==> config.mk <==
export PLATFORM = sky130hd
export DESIGN_NAME = alu_uart_sequencer
export DESIGN_NICKNAME = d
export VERILOG_FILES = /design/src/rtl/alu_uart_pkg.sv /design/src/rtl/timeout_counter.sv /design/src/rtl/alu_uart_sequencer.sv
export SDC_FILE = /design/constraint.sdc
export NUM_CORES = 1
export LEC_CHECK = 0
export BUFFER_PORTS_ARGS = -buffer_cell sky130_fd_sc_hd__buf_2
export CAP_MARGIN = 15
export CORE_UTILIZATION = 52
export CTS_CLUSTER_DIAMETER = 200
export DETAILED_ROUTE_END_ITERATION = 10
export PLACE_DENSITY_LB_ADDON = 0.08
export SLEW_MARGIN = 15
export SYNTH_ARGS = -nofsm -noshare
export SYNTH_HDL_FRONTEND = slang
export SYNTH_SLANG_ARGS = --single-unit
==> constraint.sdc <==
create_clock -name i_clock -period 3.8 [get_ports i_clock]
set_input_delay 0.76 -clock i_clock [delete_from_list [all_inputs] [get_ports i_clock]]
set_output_delay 0.76 -clock i_clock [all_outputs]
set_load 0.02 [all_outputs]
==> src/rtl/alu_uart_pkg.sv <==
// Shared types and constants for the UART-driven ALU command path.
package alu_uart_pkg;

  localparam int N_BITS_DEF = 8;
  localparam int NB_OP_DEF  = 6;

  localparam logic [NB_OP_DEF-1:0] OP_ADD = 6'h20;
  localparam logic [NB_OP_DEF-1:0] OP_SUB = 6'h22;
  localparam logic [NB_OP_DEF-1:0] OP_AND = 6'h24;
  localparam logic [NB_OP_DEF-1:0] OP_OR  = 6'h25;
  localparam logic [NB_OP_DEF-1:0] OP_XOR = 6'h26;
  localparam logic [NB_OP_DEF-1:0] OP_NOR = 6'h27;
  localparam logic [NB_OP_DEF-1:0] OP_SRA = 6'h03;
  localparam logic [NB_OP_DEF-1:0] OP_SRL = 6'h02;

  typedef enum logic [2:0] {
    ST_WAIT_A  = 3'd0,
    ST_WAIT_B  = 3'd1,
    ST_WAIT_OP = 3'd2,
    ST_EXEC    = 3'd3,
    ST_SEND    = 3'd4,
    ST_WAIT_TX = 3'd5
  } state_t;

endpackage

==> src/rtl/timeout_counter.sv <==
// Inter-byte watchdog: counts while enabled, pulses o_expire on the last allowed cycle.
module timeout_counter #(
  parameter int TIMEOUT_CYCLES = 5000000
) (
  input  logic i_clock,
  input  logic i_reset,
  input  logic i_enable,
  input  logic i_clear,
  output logic o_expire
);

  localparam int CW = (TIMEOUT_CYCLES < 2) ? 1 : $clog2(TIMEOUT_CYCLES + 1);
  localparam bit ACTIVE = (TIMEOUT_CYCLES > 0);
  localparam logic [CW-1:0] LAST = ACTIVE ? CW'(TIMEOUT_CYCLES - 1) : '0;

  logic [CW-1:0] count_q, count_d;

  // Dropping the enable also clears, so every return to idle restarts from zero.
  always_comb begin
    count_d = count_q;
    if (i_clear || !i_enable || !ACTIVE)
      count_d = '0;
    else if (count_q != LAST)
      count_d = count_q + CW'(1);
  end

  always_ff @(posedge i_clock) begin
    if (i_reset) count_q <= '0;
    else         count_q <= count_d;
  end

  assign o_expire = ACTIVE && i_enable && (count_q == LAST);

endmodule

==> src/rtl/alu_uart_sequencer.sv <==
// Collects A, B, opcode from the UART receiver, runs the ALU and hands the result to the transmitter.
//  state      | meaning
//  WAIT_A     | idle, waiting for operand A
//  WAIT_B     | waiting for operand B (timeout armed)
//  WAIT_OP    | waiting for opcode (timeout armed)
//  EXEC       | one cycle for the ALU to settle, result latched
//  SEND       | o_tx_start pulse
//  WAIT_TX    | waiting for the transmitter to finish
module alu_uart_sequencer
  import alu_uart_pkg::*;
#(
  parameter int N_BITS         = N_BITS_DEF,
  parameter int NB_OP          = NB_OP_DEF,
  parameter int TIMEOUT_CYCLES = 5000000
) (
  input  logic              i_clock,
  input  logic              i_reset,
  input  logic              i_rx_done_tick,
  input  logic [N_BITS-1:0] i_rx_data,
  input  logic              i_tx_done_tick,
  input  logic [N_BITS-1:0] i_alu_result,
  output logic [N_BITS-1:0] o_data_a,
  output logic [N_BITS-1:0] o_data_b,
  output logic [NB_OP-1:0]  o_op,
  output logic              o_tx_start,
  output logic [N_BITS-1:0] o_tx_data,
  output logic              o_busy,
  output logic              o_err_timeout,
  output logic              o_err_overrun
);

  state_t            state_q, state_d;
  logic [N_BITS-1:0] data_a_q, data_a_d;
  logic [N_BITS-1:0] data_b_q, data_b_d;
  logic [NB_OP-1:0]  op_q, op_d;
  logic [N_BITS-1:0] tx_data_q, tx_data_d;
  logic              err_timeout_q, err_timeout_d;
  logic              err_overrun_q, err_overrun_d;

  logic timer_en;
  logic timer_expire;
  logic unused_rx_hi;

  assign unused_rx_hi = ^i_rx_data[N_BITS-1:NB_OP];
  assign timer_en     = (state_q == ST_WAIT_B) || (state_q == ST_WAIT_OP);

  timeout_counter #(
    .TIMEOUT_CYCLES(TIMEOUT_CYCLES)
  ) u_timeout (
    .i_clock  (i_clock),
    .i_reset  (i_reset),
    .i_enable (timer_en),
    .i_clear  (i_rx_done_tick),
    .o_expire (timer_expire)
  );

  // An rx tick always beats a simultaneous expiry: the byte is taken first.
  always_comb begin
    state_d       = state_q;
    data_a_d      = data_a_q;
    data_b_d      = data_b_q;
    op_d          = op_q;
    tx_data_d     = tx_data_q;
    err_timeout_d = err_timeout_q;
    err_overrun_d = err_overrun_q;
    case (state_q)
      ST_WAIT_A: begin
        if (i_rx_done_tick) begin
          data_a_d = i_rx_data;
          state_d  = ST_WAIT_B;
        end
      end
      ST_WAIT_B: begin
        if (i_rx_done_tick) begin
          data_b_d = i_rx_data;
          state_d  = ST_WAIT_OP;
        end else if (timer_expire) begin
          err_timeout_d = 1'b1;
          state_d       = ST_WAIT_A;
        end
      end
      ST_WAIT_OP: begin
        if (i_rx_done_tick) begin
          op_d    = i_rx_data[NB_OP-1:0];
          state_d = ST_EXEC;
        end else if (timer_expire) begin
          err_timeout_d = 1'b1;
          state_d       = ST_WAIT_A;
        end
      end
      ST_EXEC: begin
        tx_data_d = i_alu_result;
        state_d   = ST_SEND;
        if (i_rx_done_tick) err_overrun_d = 1'b1;
      end
      ST_SEND: begin
        state_d = ST_WAIT_TX;
        if (i_rx_done_tick) err_overrun_d = 1'b1;
      end
      ST_WAIT_TX: begin
        if (i_tx_done_tick) state_d = ST_WAIT_A;
        if (i_rx_done_tick) err_overrun_d = 1'b1;
      end
      default: state_d = ST_WAIT_A;
    endcase
  end

  always_ff @(posedge i_clock) begin
    if (i_reset) begin
      state_q       <= ST_WAIT_A;
      data_a_q      <= '0;
      data_b_q      <= '0;
      op_q          <= '0;
      tx_data_q     <= '0;
      err_timeout_q <= 1'b0;
      err_overrun_q <= 1'b0;
    end else begin
      state_q       <= state_d;
      data_a_q      <= data_a_d;
      data_b_q      <= data_b_d;
      op_q          <= op_d;
      tx_data_q     <= tx_data_d;
      err_timeout_q <= err_timeout_d;
      err_overrun_q <= err_overrun_d;
    end
  end

  assign o_data_a      = data_a_q;
  assign o_data_b      = data_b_q;
  assign o_op          = op_q;
  assign o_tx_data     = tx_data_q;
  assign o_err_timeout = err_timeout_q;
  assign o_err_overrun = err_overrun_q;
  assign o_tx_start    = (state_q == ST_SEND);
  assign o_busy        = (state_q != ST_WAIT_A);

endmodule
======== Word level (Yosys, flattened, before mapping) ========
Index checks and enable logic that the tools add are counted.
storage, ports and cells
  logic and storage cells ................. 40
  bits of input ports ..................... 20
  bits in registers ....................... 58
  output and inout bits ................... 34
cells by class
  $add $sub $neg .......................... 1
  reductions and logical operators ........ 15
  muxes and demuxes ....................... 6
  bitwise logic cells ..................... 1
  equal/unequal tests ..................... 9
operator list
  cell                   number
  $add 23x1->23 const B  1
  $eq 23x23->1 const B   1
  $ne 23x23->1 const B   1
  $pmux 3 s6             1
  $mux 3                 5
  $reduce_and 2->1       5
  $eq 3x2->1 const B     2
  $eq 3x3->1 const B     2
  $ne 2x2->1 const B     2
  $reduce_or 2->1        2
  $eq 3x1->1 const B     1
  $logic_not 3->1        1
  $reduce_and 3->1       1
  $reduce_bool 3->1      1
  $reduce_or 3->1        1
  $logic_or 1x1->1       2
  $logic_and 1x1->1      1
  $logic_not 1->1        1
  $not 1->1              1

======== Logic depth before layout (Yosys ltp) ========
  depth after elaboration ................. 6
  mapped depth ............................ 6
  gate-level depth less buffers ........... 5

======== Cells and area by module ========
From an unflattened synthesis, not the netlist that was laid out.
unflattened totals
  cell total of the unflattened synthesis .. 289
  area total of the unflattened synthesis .. 2615.0 sq um
by module, submodules not included
  module              seq. area each (sq um)  cells each  times used  area each (sq um)
  alu_uart_sequencer  700.7                   150         1           1406.3
  timeout_counter     460.4                   139         1           1208.7

======== Least setup slack after synthesis ========
Ideal clock, no wire load.
  path type ............................... flip-flop to output port
  from .................................... register state_q[2]
  to ...................................... output o_tx_start
  stages on the path, launching flop included .. 3
  slack ................................... 2.027 ns
  buffers on the path ..................... 0
  arrival ................................. 1.013 ns
  data required time ...................... 3.040 ns
  path through ............................ dfxtp_1 -> inv_1 -> nor3_1
on the way
  longest elaborated chain between the ends .. 1
RTL lines
  element                 RTL line                   text
  start, declared         alu_uart_sequencer.sv:32   state_t state_q, state_d;
  start signal, assigned  alu_uart_sequencer.sv:118  state_q <= state_d;
  $eq 3x3->1              alu_uart_sequencer.sv:134  assign o_tx_start = (state_q == ST_SEND);
  end, declared           alu_uart_sequencer.sv:25   output logic o_tx_start,
Every way passes these cells.

======== Final worst setup path ========
Ends and elaborated chain as after synthesis.

==> impl_metrics.tcl <==
set metrics [dict create \
    outcome "finished, violations left" \
    violations "DRC" \
    port_buffers 53 \
    viasPerCell 5.36 \
    row_count 24 \
    cpMaxStageDelayCell "dfxtp_1" \
    drive_above_1_share_pct 26.0 \
    clockBufferDepth 2 \
    cts_setup_buffers 0 \
    gp_congestion 0.790 \
    die_h_um 71.3 \
    fin_skew_ps 6.53 \
    worstSetupEndpointType "primary output" \
    path_delay_family "flip-flops" \
    overflow 0 \
    diodes 0 \
    relSlewSlack_pct 56.0 \
    clock_latency_ps 320 \
    grt_max_degree 35 \
    layout_commonest_cell "dfxtp_1" \
    synthCells 282 \
    fin_util_pct 66.5 \
    clkTransAtPathRegs_ps 60 \
    worstPathCellList "inv_1 > nor3_1 > buf_2" \
    cts_resized 0 \
    drt_wl_total_um 5120 \
    synth_cell_types 42 \
    dp_cells 375 \
    ant_nets 0 \
    period_minus_slack_ps 2070 \
    path_buf_inv 2 \
    r2r-start "u_timeout.count_q[1]$_SDFFE_PP0N_" \
    cp-startpoint "state_q[2]$_SDFFE_PP0P_" \
    htreeDepth 3 \
    final-seq-area_um2 1160 \
    powerDensity_nw_per_um2 443 \
    cts_tree "built" \
    multi_input_area_um2 1250 \
    area_growth_pct 19.2 \
    whs_ps 454 \
    cts_inserted_buffers 9 \
    critPathRequiredTime_ps 3040 \
    core_um2 4470 \
    grt_pass1_vias 1891 \
    dr.pass1.iters 7 \
    vias 2096 \
    tns_ps 0 \
    rr_worst_depth 5 \
    syn_avg_cell_area_um2 8.85 \
    leakage_uw 0.00124 \
    ys.warnings.count 0 \
    ios 54 \
    critPathKind "reg -> out" \
    hold_depth 2 \
    drt_iter0_markers 96 \
    synth_edf_count 0 \
    antenna_found_initial 0 \
    root_buffer "clkbuf_8" \
    wl_per_cell_um 13.1 \
    dpl.hpwl_um 3530 \
    synth-main-ff-cell "dfxtp_1" \
    drc 2 \
    synth-async-reset-ratio_pct 0 \
    synth_nets 303 \
    ir_drop_mv 0.355 \
    finalSetupViolCount 0 \
    grtUsageTotal_pct 22.0 \
    fmax_mhz 482 \
    rsz0062_at_grt "false" \
    nets 355 \
    post-route-period-util_pct 54.6 \
    cpPeakStageDelay_ps 440 \
    start_kind "register" \
    instances_no_fill 391 \
    dieArea_um2 5080 \
    crit_fanout 9 \
    n_fill_cell 402 \
    yosysSeqAreaShare_pct 46.5 \
    initial_core_util_pct 55.8 \
    r2r-end "state_q[0]$_SDFFE_PP0P_" \
    synth_area_um2 2500 \
    hp-start "o_data_b[4]$_SDFFE_PP0P_" \
    maxSlewViolCount 0 \
    cap_viol_max_count 0 \
    grt_pass1_wl_um 8600 \
    cts_hold_buffers 0 \
    cts.sinks 58 \
    cp.arrival_ps 1310 \
    worst-r2r-setup-slack_ps 1730 \
    ys_ff_latch 58 \
    final_hold_viol_count 0 \
    min_path_type "reg -> reg" \
    whs_endpoint "o_data_b[4]$_SDFFE_PP0P_" \
    layout_common_cells "dfxtp_1 (58), buf_2 (53), nand2_1 (39), nor2_1 (33), a21oi_1 (28)" \
    die_w_um 71.3 \
    tightestPinTransition_ps 657 \
]
[worst max path at each step]
stage,end,slack (ps),cells after the start
5_1_grt,state_q[0]$_SDFFE_PP0P_,1570,5
6_report,o_tx_start,1730,3
2_1_floorplan,o_tx_start,2030,2
4_1_cts,o_busy,1710,2
3_3_place_gp,u_timeout.count_q[15]$_SDFFE_PP0N_,1610,6
3_5_place_dp,u_timeout.count_q[15]$_SDFFE_PP0N_,1610,6
[tightest hold or removal path, stage by stage, from the launching register on]
cell and delay [ps]:
dfxtp_1 310, nand2_1 50, a21oi_1 50
[area by class of cell]
type	instances	area share, %
Clock buffer	11	5.09
Multi-Input combinational cell	205	42.0
Inverter	6	0.757
Tap cell	52	2.19
Clock inverter	5	1.77
Timing Repair Buffer	54	9.17
Sequential cell	58	39.0
[through the flow]
| stage | total power [uW] | worst slack [ps] | area, um2 |
|---|---|---|---|
| 2_1_floorplan | 724 | 2030 | 2500 |
| 3_3_place_gp | 762 | 1610 | 2770 |
| 3_5_place_dp | 764 | 1610 | 2770 |
| 4_1_cts | 1340 | 1710 | 2980 |
| 5_1_grt | 1370 | 1570 | 2980 |
| 6_report | 1320 | 1730 | 2980 |
[layer usage]
layer	GRT usage (%)	wire [um]	up-vias
li1	-	-	1080
met4	10.4	23	0
met5	0	0	-
met3	6.05	196	2
met2	33.5	2420	44
met1	29.1	2480	970
[logic make-up after synthesis]
family | synth area share [%]
muxes | 6.01
and+or+nand+nor | 29.3
buffers and inverters | 3.41
AOI/OAI and AO/OA | 10.0
adders and majority gates | 0.501
DFF | 46.5
xor gates and xnor gates | 4.21
[state kept, by name (all words and copies together) (netlist names)]
name	flops
o_data_a	8
o_data_b	8
o_err_overrun	1
o_err_timeout	1
o_op	6
o_tx_data	8
state_q	3
u_timeout.count_q	23
[power breakdown]
part	switching [uW]	total [uW]	internal (uW)
Sequential	13.8	638	625
Clock	232	567	335
Combinational	69.7	112	42.0
Total	315	1320	1000
[Yosys cell counts, types with 4 or more instances]
cell type  number  area (um2)
a21oi_1        28         140
o21ai_0         5        25.0
inv_1           5        18.8
clkbuf_1        6        22.5
nand2_1        39         146
nor3_1          4        20.0
mux2i_1        15         150
o21ai_1         7        35.0
buf_2           5        25.0
nand3_1        11        55.1
xnor2_1         9        78.8
and3_1          6        37.5
or3_1          11        68.8
dfxtp_1        58        1160
nor2_1         33         124
No activity file was read; power rests on OpenSTA's default activity.
